**config.mk**
```make
export PLATFORM = sky130hd
export DESIGN_NAME = mem_bus_loader_flat
export DESIGN_NICKNAME = d
export VERILOG_FILES = /design/src/rtl/mem_bus_loader_if.sv /design/src/rtl/mem_bus_loader.sv /design/src/flat_wrapper.sv
export SDC_FILE = /design/constraint.sdc
export NUM_CORES = 1
export LEC_CHECK = 0
export CORE_MARGIN = 5
export CORE_UTILIZATION = 30
export DETAILED_ROUTE_END_ITERATION = 8
export GPL_ROUTABILITY_DRIVEN = 0
export PLACE_DENSITY = 0.51
export SETUP_SLACK_MARGIN = 0.02
export SLEW_MARGIN = 20
export SYNTH_ARGS = -nofsm -noshare
export SYNTH_HDL_FRONTEND = slang
export SYNTH_SLANG_ARGS = --single-unit
```
**constraint.sdc**
```tcl
create_clock -name clk -period 3.2 [get_ports clk]
set_input_delay 0.32 -clock clk [delete_from_list [all_inputs] [get_ports clk]]
set_output_delay 0.32 -clock clk [all_outputs]
set_load 0.005 [all_outputs]
```
**src/rtl/mem_bus_loader_if.sv**
```systemverilog
// Native PicoRV32-style memory bus between the boot loader (master) and the RAM responder (slave).
interface mem_bus_loader_if;
  logic        mem_valid;
  logic        mem_instr;
  logic [31:0] mem_addr;
  logic [31:0] mem_wdata;
  logic [3:0]  mem_wstrb;
  logic        mem_ready;
  logic [31:0] mem_rdata;

  modport master (
    output mem_valid, mem_instr, mem_addr, mem_wdata, mem_wstrb,
    input  mem_ready, mem_rdata
  );

  modport slave (
    input  mem_valid, mem_instr, mem_addr, mem_wdata, mem_wstrb,
    output mem_ready, mem_rdata
  );
endinterface

```
**src/rtl/mem_bus_loader.sv**
```systemverilog
// Boot image loader: packs a little-endian byte stream into words, writes them to RAM,
// reads the image back and compares sums, holding the CPU in reset until it verifies.
module mem_bus_loader #(
  parameter logic [31:0] BASE_ADDR = 32'h0000_0000,
  parameter int unsigned NUM_WORDS = 1024,
  parameter int unsigned TIMEOUT   = 255
) (
  input  logic             clk,
  input  logic             resetn,
  input  logic             i_start,
  input  logic             i_byte_valid,
  input  logic [7:0]       i_byte_data,
  output logic             o_byte_ready,
  mem_bus_loader_if.master bus,
  output logic             o_busy,
  output logic             o_done,
  output logic             o_error,
  output logic             o_cpu_resetn,
  output logic [31:0]      o_checksum
);

  localparam int unsigned   IW        = $clog2(NUM_WORDS + 1);
  localparam logic [IW-1:0] LAST_IDX  = IW'(NUM_WORDS - 1);
  localparam logic [16:0]   TMO_LIMIT = 17'(TIMEOUT);

  typedef enum logic [2:0] {
    S_IDLE    = 3'd0,
    S_COLLECT = 3'd1,
    S_WRITE   = 3'd2,
    S_VERIFY  = 3'd3,
    S_DONE    = 3'd4,
    S_ERROR   = 3'd5
  } state_t;

  state_t        r_state,     w_state_nxt;
  logic [IW-1:0] r_index,     w_index_nxt;
  logic [1:0]    r_lane,      w_lane_nxt;
  logic [23:0]   r_word,      w_word_nxt;
  logic [31:0]   r_checksum,  w_checksum_nxt;
  logic [31:0]   r_rsum,      w_rsum_nxt;
  logic [15:0]   r_timer,     w_timer_nxt;
  logic          r_mem_valid, w_mem_valid_nxt;
  logic [31:0]   r_mem_addr,  w_mem_addr_nxt;
  logic [31:0]   r_mem_wdata, w_mem_wdata_nxt;
  logic [3:0]    r_mem_wstrb, w_mem_wstrb_nxt;
  logic          r_byte_ready;
  logic          r_busy;
  logic          r_done;
  logic          r_error;
  logic          r_cpu_resetn;

  logic          w_fire;
  logic          w_last;
  logic          w_timeout;
  logic          w_byte_acc;
  logic [31:0]   w_full_word;
  logic [31:0]   w_idx32;
  logic [31:0]   w_addr;
  logic [31:0]   w_rsum_sum;

  assign w_fire      = r_mem_valid && bus.mem_ready;
  assign w_last      = (r_index == LAST_IDX);
  // A ready in the same cycle the wait budget runs out completes the transfer.
  assign w_timeout   = r_mem_valid && !bus.mem_ready && (({1'b0, r_timer} + 17'd1) == TMO_LIMIT);
  assign w_byte_acc  = r_byte_ready && i_byte_valid;
  assign w_full_word = {i_byte_data, r_word};
  assign w_idx32     = 32'(r_index);
  assign w_addr      = BASE_ADDR + (w_idx32 << 2);
  assign w_rsum_sum  = r_rsum + bus.mem_rdata;

  always_comb begin
    w_state_nxt     = r_state;
    w_index_nxt     = r_index;
    w_lane_nxt      = r_lane;
    w_word_nxt      = r_word;
    w_checksum_nxt  = r_checksum;
    w_rsum_nxt      = r_rsum;
    w_timer_nxt     = r_timer;
    w_mem_valid_nxt = r_mem_valid;
    w_mem_addr_nxt  = r_mem_addr;
    w_mem_wdata_nxt = r_mem_wdata;
    w_mem_wstrb_nxt = r_mem_wstrb;

    case (r_state)
      S_IDLE, S_DONE, S_ERROR: begin
        if (i_start) begin
          w_state_nxt    = S_COLLECT;
          w_index_nxt    = '0;
          w_lane_nxt     = 2'd0;
          w_word_nxt     = 24'd0;
          w_checksum_nxt = 32'd0;
          w_rsum_nxt     = 32'd0;
        end else begin
          w_state_nxt = r_state;
        end
      end

      S_COLLECT: begin
        if (w_byte_acc) begin
          w_lane_nxt = r_lane + 2'd1;
          case (r_lane)
            2'd0: w_word_nxt[7:0]   = i_byte_data;
            2'd1: w_word_nxt[15:8]  = i_byte_data;
            2'd2: w_word_nxt[23:16] = i_byte_data;
            default: begin
              w_state_nxt     = S_WRITE;
              w_checksum_nxt  = r_checksum + w_full_word;
              w_mem_wdata_nxt = w_full_word;
              w_mem_addr_nxt  = w_addr;
              w_mem_wstrb_nxt = 4'b1111;
              w_mem_valid_nxt = 1'b1;
              w_timer_nxt     = 16'd0;
            end
          endcase
        end else begin
          w_lane_nxt = r_lane;
        end
      end

      S_WRITE: begin
        if (w_fire) begin
          w_mem_valid_nxt = 1'b0;
          if (w_last) begin
            w_state_nxt = S_VERIFY;
            w_index_nxt = '0;
            w_rsum_nxt  = 32'd0;
          end else begin
            w_state_nxt = S_COLLECT;
            w_index_nxt = r_index + IW'(1);
          end
        end else if (w_timeout) begin
          w_mem_valid_nxt = 1'b0;
          w_state_nxt     = S_ERROR;
        end else begin
          w_timer_nxt = r_timer + 16'd1;
        end
      end

      // mem_valid is low for one cycle after every completed read before the next address goes out.
      S_VERIFY: begin
        if (w_fire) begin
          w_mem_valid_nxt = 1'b0;
          w_rsum_nxt      = w_rsum_sum;
          w_index_nxt     = r_index + IW'(1);
          if (w_last) begin
            w_state_nxt = (w_rsum_sum == r_checksum) ? S_DONE : S_ERROR;
          end else begin
            w_state_nxt = S_VERIFY;
          end
        end else if (w_timeout) begin
          w_mem_valid_nxt = 1'b0;
          w_state_nxt     = S_ERROR;
        end else if (r_mem_valid) begin
          w_timer_nxt = r_timer + 16'd1;
        end else begin
          w_mem_valid_nxt = 1'b1;
          w_mem_addr_nxt  = w_addr;
          w_mem_wstrb_nxt = 4'b0000;
          w_timer_nxt     = 16'd0;
        end
      end

      default: begin
        w_state_nxt     = S_IDLE;
        w_mem_valid_nxt = 1'b0;
      end
    endcase
  end

  // Status outputs are registered from the next state so they change on the same edge as the state.
  always_ff @(posedge clk or negedge resetn) begin
    if (!resetn) begin
      r_state      <= S_IDLE;
      r_index      <= '0;
      r_lane       <= 2'd0;
      r_word       <= 24'd0;
      r_checksum   <= 32'd0;
      r_rsum       <= 32'd0;
      r_timer      <= 16'd0;
      r_mem_valid  <= 1'b0;
      r_mem_addr   <= 32'd0;
      r_mem_wdata  <= 32'd0;
      r_mem_wstrb  <= 4'b0000;
      r_byte_ready <= 1'b0;
      r_busy       <= 1'b0;
      r_done       <= 1'b0;
      r_error      <= 1'b0;
      r_cpu_resetn <= 1'b0;
    end else begin
      r_state      <= w_state_nxt;
      r_index      <= w_index_nxt;
      r_lane       <= w_lane_nxt;
      r_word       <= w_word_nxt;
      r_checksum   <= w_checksum_nxt;
      r_rsum       <= w_rsum_nxt;
      r_timer      <= w_timer_nxt;
      r_mem_valid  <= w_mem_valid_nxt;
      r_mem_addr   <= w_mem_addr_nxt;
      r_mem_wdata  <= w_mem_wdata_nxt;
      r_mem_wstrb  <= w_mem_wstrb_nxt;
      r_byte_ready <= (w_state_nxt == S_COLLECT);
      r_busy       <= (w_state_nxt == S_COLLECT) || (w_state_nxt == S_WRITE) ||
                      (w_state_nxt == S_VERIFY);
      r_done       <= (w_state_nxt == S_DONE);
      r_error      <= (w_state_nxt == S_ERROR);
      r_cpu_resetn <= (w_state_nxt == S_DONE);
    end
  end

  assign bus.mem_valid = r_mem_valid;
  assign bus.mem_instr = 1'b0;
  assign bus.mem_addr  = r_mem_addr;
  assign bus.mem_wdata = r_mem_wdata;
  assign bus.mem_wstrb = r_mem_wstrb;
  assign o_byte_ready  = r_byte_ready;
  assign o_busy        = r_busy;
  assign o_done        = r_done;
  assign o_error       = r_error;
  assign o_cpu_resetn  = r_cpu_resetn;
  assign o_checksum    = r_checksum;

endmodule
```
**src/flat_wrapper.sv**
```systemverilog
// flat-port wrapper written by rule: the top's interface ports become plain ports
module mem_bus_loader_flat 
#(
  parameter logic [31:0] BASE_ADDR = 32'h0000_0000,
  parameter int unsigned NUM_WORDS = 1024,
  parameter int unsigned TIMEOUT   = 255
)
  (clk, resetn, i_start, i_byte_valid, i_byte_data, o_byte_ready, o_busy, o_done, o_error, o_cpu_resetn, o_checksum, bus_mem_valid, bus_mem_instr, bus_mem_addr, bus_mem_wdata, bus_mem_wstrb, bus_mem_ready, bus_mem_rdata);
  mem_bus_loader_if bus_i ();
  input  logic clk;
  input  logic resetn;
  input  logic i_start;
  input  logic i_byte_valid;
  input  logic [7:0] i_byte_data;
  output logic o_byte_ready;
  output logic o_busy;
  output logic o_done;
  output logic o_error;
  output logic o_cpu_resetn;
  output logic [31:0] o_checksum;
  output wire logic [$bits(bus_i.mem_valid)-1:0] bus_mem_valid;
  output wire logic [$bits(bus_i.mem_instr)-1:0] bus_mem_instr;
  output wire logic [$bits(bus_i.mem_addr)-1:0] bus_mem_addr;
  output wire logic [$bits(bus_i.mem_wdata)-1:0] bus_mem_wdata;
  output wire logic [$bits(bus_i.mem_wstrb)-1:0] bus_mem_wstrb;
  input wire logic [$bits(bus_i.mem_ready)-1:0] bus_mem_ready;
  input wire logic [$bits(bus_i.mem_rdata)-1:0] bus_mem_rdata;
  assign bus_mem_valid = bus_i.mem_valid;
  assign bus_mem_instr = bus_i.mem_instr;
  assign bus_mem_addr = bus_i.mem_addr;
  assign bus_mem_wdata = bus_i.mem_wdata;
  assign bus_mem_wstrb = bus_i.mem_wstrb;
  assign bus_i.mem_ready = bus_mem_ready;
  assign bus_i.mem_rdata = bus_mem_rdata;
  mem_bus_loader #(.BASE_ADDR(BASE_ADDR), .NUM_WORDS(NUM_WORDS), .TIMEOUT(TIMEOUT)) u_core (.clk(clk), .resetn(resetn), .i_start(i_start), .i_byte_valid(i_byte_valid), .i_byte_data(i_byte_data), .o_byte_ready(o_byte_ready), .bus(bus_i), .o_busy(o_busy), .o_done(o_done), .o_error(o_error), .o_cpu_resetn(o_cpu_resetn), .o_checksum(o_checksum));
endmodule
```
After elaboration in Yosys (flattened, before gate mapping) --
Index checks and enable logic that the tools add are counted.
Word-level totals: output and inout bits 107, flip-flop bits (word level) 193, memory bits (writable) 0, memories kept 0, bits in read-only memories 0, latch bits 0
Cells by class: $mul 0, shift operators 0, eq/ne operators 30, muxes and demuxes 59, add/sub/neg operators 6, bitwise operators 2, reductions and logical operators 26, $lt $le $gt $ge 0, div/mod/pow operators 0
Operator list (number):
- two-way mux 32 bit | 11
- one-hot mux 32 bit (2 select lines) | 2
- two-way mux 16 bit | 7
- one-hot mux 32 bit (3 select lines) | 1
- adder 32 bit | 2
- two-way mux 24 bit | 2
- one-hot mux 16 bit (3 select lines) | 1
- one-hot mux 24 bit (2 select lines) | 1
- two-way mux 11 bit | 4
- one-hot mux 11 bit (3 select lines) | 1
- equality test 32 bit | 1
- two-way mux 8 bit | 3
- AND reduction 4 bit | 6
- two-way mux 3 bit | 7
- two-way mux 4 bit | 5
- inequality test 2 bit, second input constant | 10
- adder 16 x 1 -> 17 bit, second input constant | 1
- equality test 17 x 8 -> 1 bit, second input constant | 1
- adder 16 x 1 -> 16 bit, second input constant | 1
- equality test 3 x 2 -> 1 bit, second input constant | 4
- equality test 3 bit, second input constant | 4
- one-hot mux 3 bit (4 select lines) | 1
- adder 11 x 1 -> 11 bit, second input constant | 1
- equality test 11 x 10 -> 1 bit, second input constant | 1
- other kinds (24) | 45

Longest topological paths before layout --
depth after elaboration 9, gate-level depth with buffers 13

Least setup slack after synthesis --
Ideal clock, no wire load.
kind flip-flop to flip-flop, from register u_core.r_rsum[17], to register u_core.r_done (netlist: u_core.o_done), data required time 3.124 ns, setup time 0.076 ns, path slack -0.072 ns, buffers on the path 1, arrival 3.196 ns, cell stages (with the launch flop) 13, clock period less this slack 3.272 ns, cell sequence dfrtp_1 -> ha_1 -> buf_2 -> and4_4 -> nand3_2 -> or3_1 -> or4_4 -> and2_4 -> o21a_1 -> xnor3_1 -> or3b_1 -> a221o_1 -> o21ai_1
Between the ends: longest elaborated chain between the ends 7
RTL lines:
- start: declaration | RTL line mem_bus_loader.sv:40 | logic [31:0] r_rsum, w_rsum_nxt;
- start signal: assignment | RTL line mem_bus_loader.sv:195 | r_rsum <= w_rsum_nxt;
- adder 32 bit | RTL line mem_bus_loader.sv:69 | assign w_rsum_sum = r_rsum + bus.mem_rdata;
- equality test 32 bit | RTL line mem_bus_loader.sv:146 | w_state_nxt = (w_rsum_sum == r_checksum) ? S_DONE : S_ERROR;
- two-way mux 1 bit | RTL line mem_bus_loader.sv:146
- two-way mux 3 bit | RTL line mem_bus_loader.sv:145 | if (w_last) begin
- two-way mux 3 bit | RTL line mem_bus_loader.sv:141 | if (w_fire) begin
- one-hot mux 3 bit (4 select lines) | RTL line mem_bus_loader.sv:84 | case (r_state)
- equality test 3 bit | RTL line mem_bus_loader.sv:204 | r_done <= (w_state_nxt == S_DONE);
- end signal: assignment | RTL line mem_bus_loader.sv:204
- end: declaration | RTL line mem_bus_loader.sv:48 | logic r_done;
Every way passes these cells. A chain may end at the register's enable or synchronous reset.

Worst setup path after layout --
from register u_core.r_rsum[18], to register u_core.r_state[0]
Between the ends: longest elaborated chain between the ends 6
RTL lines:
- adder 32 bit | RTL line mem_bus_loader.sv:69
- equality test 32 bit | RTL line mem_bus_loader.sv:146
- two-way mux 1 bit | RTL line mem_bus_loader.sv:146
- two-way mux 3 bit | RTL line mem_bus_loader.sv:145
- two-way mux 3 bit | RTL line mem_bus_loader.sv:141
- one-hot mux 3 bit (4 select lines) | RTL line mem_bus_loader.sv:84
- named net u_core.w_state_nxt[0] | RTL line mem_bus_loader.sv:35 | state_t r_state, w_state_nxt;
- end signal: assignment | RTL line mem_bus_loader.sv:190 | r_state <= w_state_nxt;
- end: declaration | RTL line mem_bus_loader.sv:35
The timed path passes the listed nets, and every way through them passes these cells.

==> results.tsv <==
metric	value	unit
#FFs+latches synth	169	
final hold viol count	0	
# H-tree levels	4	
final core utilization	0.407	
Final setup viols	4	
non-filler cells, final	2201	
Max Cap Violations	0	
Final Skew	0.0154	ns
Die W	207	microns
ys flop type	dfrtp_1	
Synth area leader	dfrtp_1	
Pre-antenna DRT Iters	5	
Total GRT Usage	0.175	
WP buf/inv	0	
DP Area	14800	sq um
Starting DRT DRC Count	557	
HP Class	input pin to asynchronous set/reset pin	
global route total overflow	0	
largest net degree at the start of global routing	95	
Synth cell types	88	
CP arrival	3.71	ns
Die ar.	43100	sq um
Syn. warnings	0	
CP startpoint kind	register	
vias in the first global route	11100	
Longest Clk Path Bufs	2	
ranking of synthesized cells by area	dfrtp_1 (36%), nand2_1 (7.5%), ha_1 (7.4%), o21ai_0 (6.1%), xnor2_1 (3.2%)	
layout cells sized above 1	0.202	
IO Pins	152	
slowest cell delay on critical path	0.47	ns
Vias	10900	
VDD IR max	447	uV
Die Ht	207	microns
area grow syn2layout	34.5	%
Final Slew Violations	0	
PD cells	862	nW/um^2
remaining antenna violation count	0	
initial antenna violation count	0	
Worst-path clk slew	0.08	ns
failing checks	negative setup slack	
Leakage Power	7.24	nW
worst skew pair latency	0.45	ns
Mapped Area	11700	sq um
EDFF count, synth	0	
crit path kind	register to register	
Syn Inst Count	1370	
PortBufs	129	
cell count after placement	2157	
total wire length	38.3	mm
TritonCTS clock tree	built	
total CTS buffers	17	
routed vias/inst	4.97	
Tmin final	3.38	ns
crit path cell chain	ha_4 > and4_4 > nand3_4 > or3_1 > or4_4 > a31oi_4 > a31oi_4 > xnor3_2 > nor4_4 > o2111a_1 > a21oi_1	
CTS Root Cell	clkbuf_16	
Core ar.	38600	sq um
row cnt	72	
outcome	finished, violations left	
DRC viols	0	
CP Max Fanout	4	
Slew HR	0.338	
Finished Cell Area	15700	sq um
Initial Utilization	0.303	
RSZ-0062 raised after global routing	true	
worst slew pin tran	0.986	ns
fin worst setup slack	-0.184	ns
clock sink count	169	
Seq/Total Area, Yosys	0.361	
fraction of registers with async set/reset	1.00	
Critical Path RT	3.53	ns
most frequent cells in the layout	nand2_1 (234), buf_4 (221), dfrtp_1 (169)	
share of the synthesized area in the top cell type	0.361	
HPWL Detailed	29.2	mm
f_max	0.295	GHz
most used cell along the critical path	a31oi_4	
crit end category	register	
Layout Nets	1787	
most common cell after layout, fill and taps aside	nand2_1	
first-pass GRT wire length	61.2	mm
total power	0.0136	W
Synth Area per Inst	8.54	sq um
Slowest-stage cell, CP	or4_4	
CP top delay family	simple AND/OR/NAND/NOR gates	
wire per inst	17.4	microns
final period utilization	1.06	
ant diodes	0	
==> metrics by stage <==
step | setup TNS (ns) | hold WS (ns) | setup slack, ns
after floorplan | -0.0116 | 0.0244 | -0.0116
after global placement | -3.49 | 0.370 | -0.921
after detailed placement | -3.61 | 0.368 | -0.953
after CTS | -0.495 | 0.448 | -0.181
after global routing | -1.11 | 0.486 | -0.306
final | -0.572 | 0.434 | -0.184
==> cell usage after synthesis (all sizes together) (7+ instances only) <==
library cell	n
o31ai	11
nor2b	8
nor3	16
ha	69
clkbuf	43
nand2b	16
o21bai	8
o21a	15
o211ai	8
mux2i	7
a22o	8
or3	14
and3	12
a211oi	8
a31oi	19
nand3	63
inv	30
o2111ai	7
dfrtp	169
or2	10
nor4	10
and2	10
a21oi	74
o21ai	151
nor2	87
a21o	24
mux2	11
xor2	41
xnor2	43
nand4	18
nand2	235
buf	50
==> flip-flops by register name (all words and copies together) (netlist names) <==
name and count:
u_core.o_done 1, u_core.r_rsum 32, u_core.bus.mem_valid 1, u_core.r_index 11, u_core.o_error 1, u_core.bus.mem_wdata 32, u_core.o_busy 1, u_core.o_checksum 32
u_core.r_lane 2, u_core.o_byte_ready 1, u_core.r_timer 16, u_core.bus.mem_addr 11, u_core.bus.mem_wstrb 1, u_core.r_word 24, u_core.r_state 3
==> final cells by class <==
type / count / area [sq um]
Multi-Input combinational cell: 1099 / 7180
Fill cell: 3906 / 22900
Timing Repair Buffer: 354 / 3010
Tap cell: 518 / 648
Inverter: 30 / 113
Clock buffer: 19 / 453
Sequential cell: 169 / 4230
Clock inverter: 12 / 108
==> worst paths after layout <==
kind	cells past startpoint	start	slack (ns)	endpoint
setup / recovery	11	u_core.r_rsum[18]	-0.18	u_core.r_state[0]
hold / removal	2	resetn	0.43	u_core.bus.mem_addr[9]
setup reg to reg	11	u_core.r_rsum[18]	-0.18	u_core.r_state[0]
hold reg to reg	2	u_core.bus.mem_wdata[12]	0.47	u_core.bus.mem_wdata[12]
max in group asynchronous	3	resetn	1.76	u_core.o_checksum[8]
min in group clk	2	u_core.bus.mem_wdata[12]	0.47	u_core.bus.mem_wdata[12]
==> metal layers <==
layer  up-vias  track usage  wire length (microns)
li1       5430            -                      -
met1      5303        0.233                  17600
met2       179        0.295                  18500
met3        26       0.0407                   1770
met4         0       0.0347                    452
met5         -            0                      0
==> power breakdown <==
part           switching, W  total (W)  internal (W)
logic               0.00408    0.00805       0.00397
clock network      0.000996    0.00205       0.00106
registers          0.000648    0.00347       0.00282
==> cell families after synthesis <==
group / Yosys count / share of synthesized area
compound gates: 382 / 0.205
xor+xnor: 91 / 0.0769
fa+ha+maj: 71 / 0.0772
buf+inv: 123 / 0.0564
flops: 169 / 0.361
mux: 18 / 0.0166
other cells: 1 / 0.000321
simple gates: 515 / 0.206
==> repair_timing <==
| action | in CTS | in global routing |
|---|---|---|
| pin swaps | 21 | 12 |
| hold buffers | 1 | 0 |
| resized for setup | 26 | 26 |
| hold endpoints to repair | 57 | 0 |
| setup endpoints to repair | 4 | 21 |
| buffers inserted | 5 | 7 |
Power figures use the tool's default switching activity.
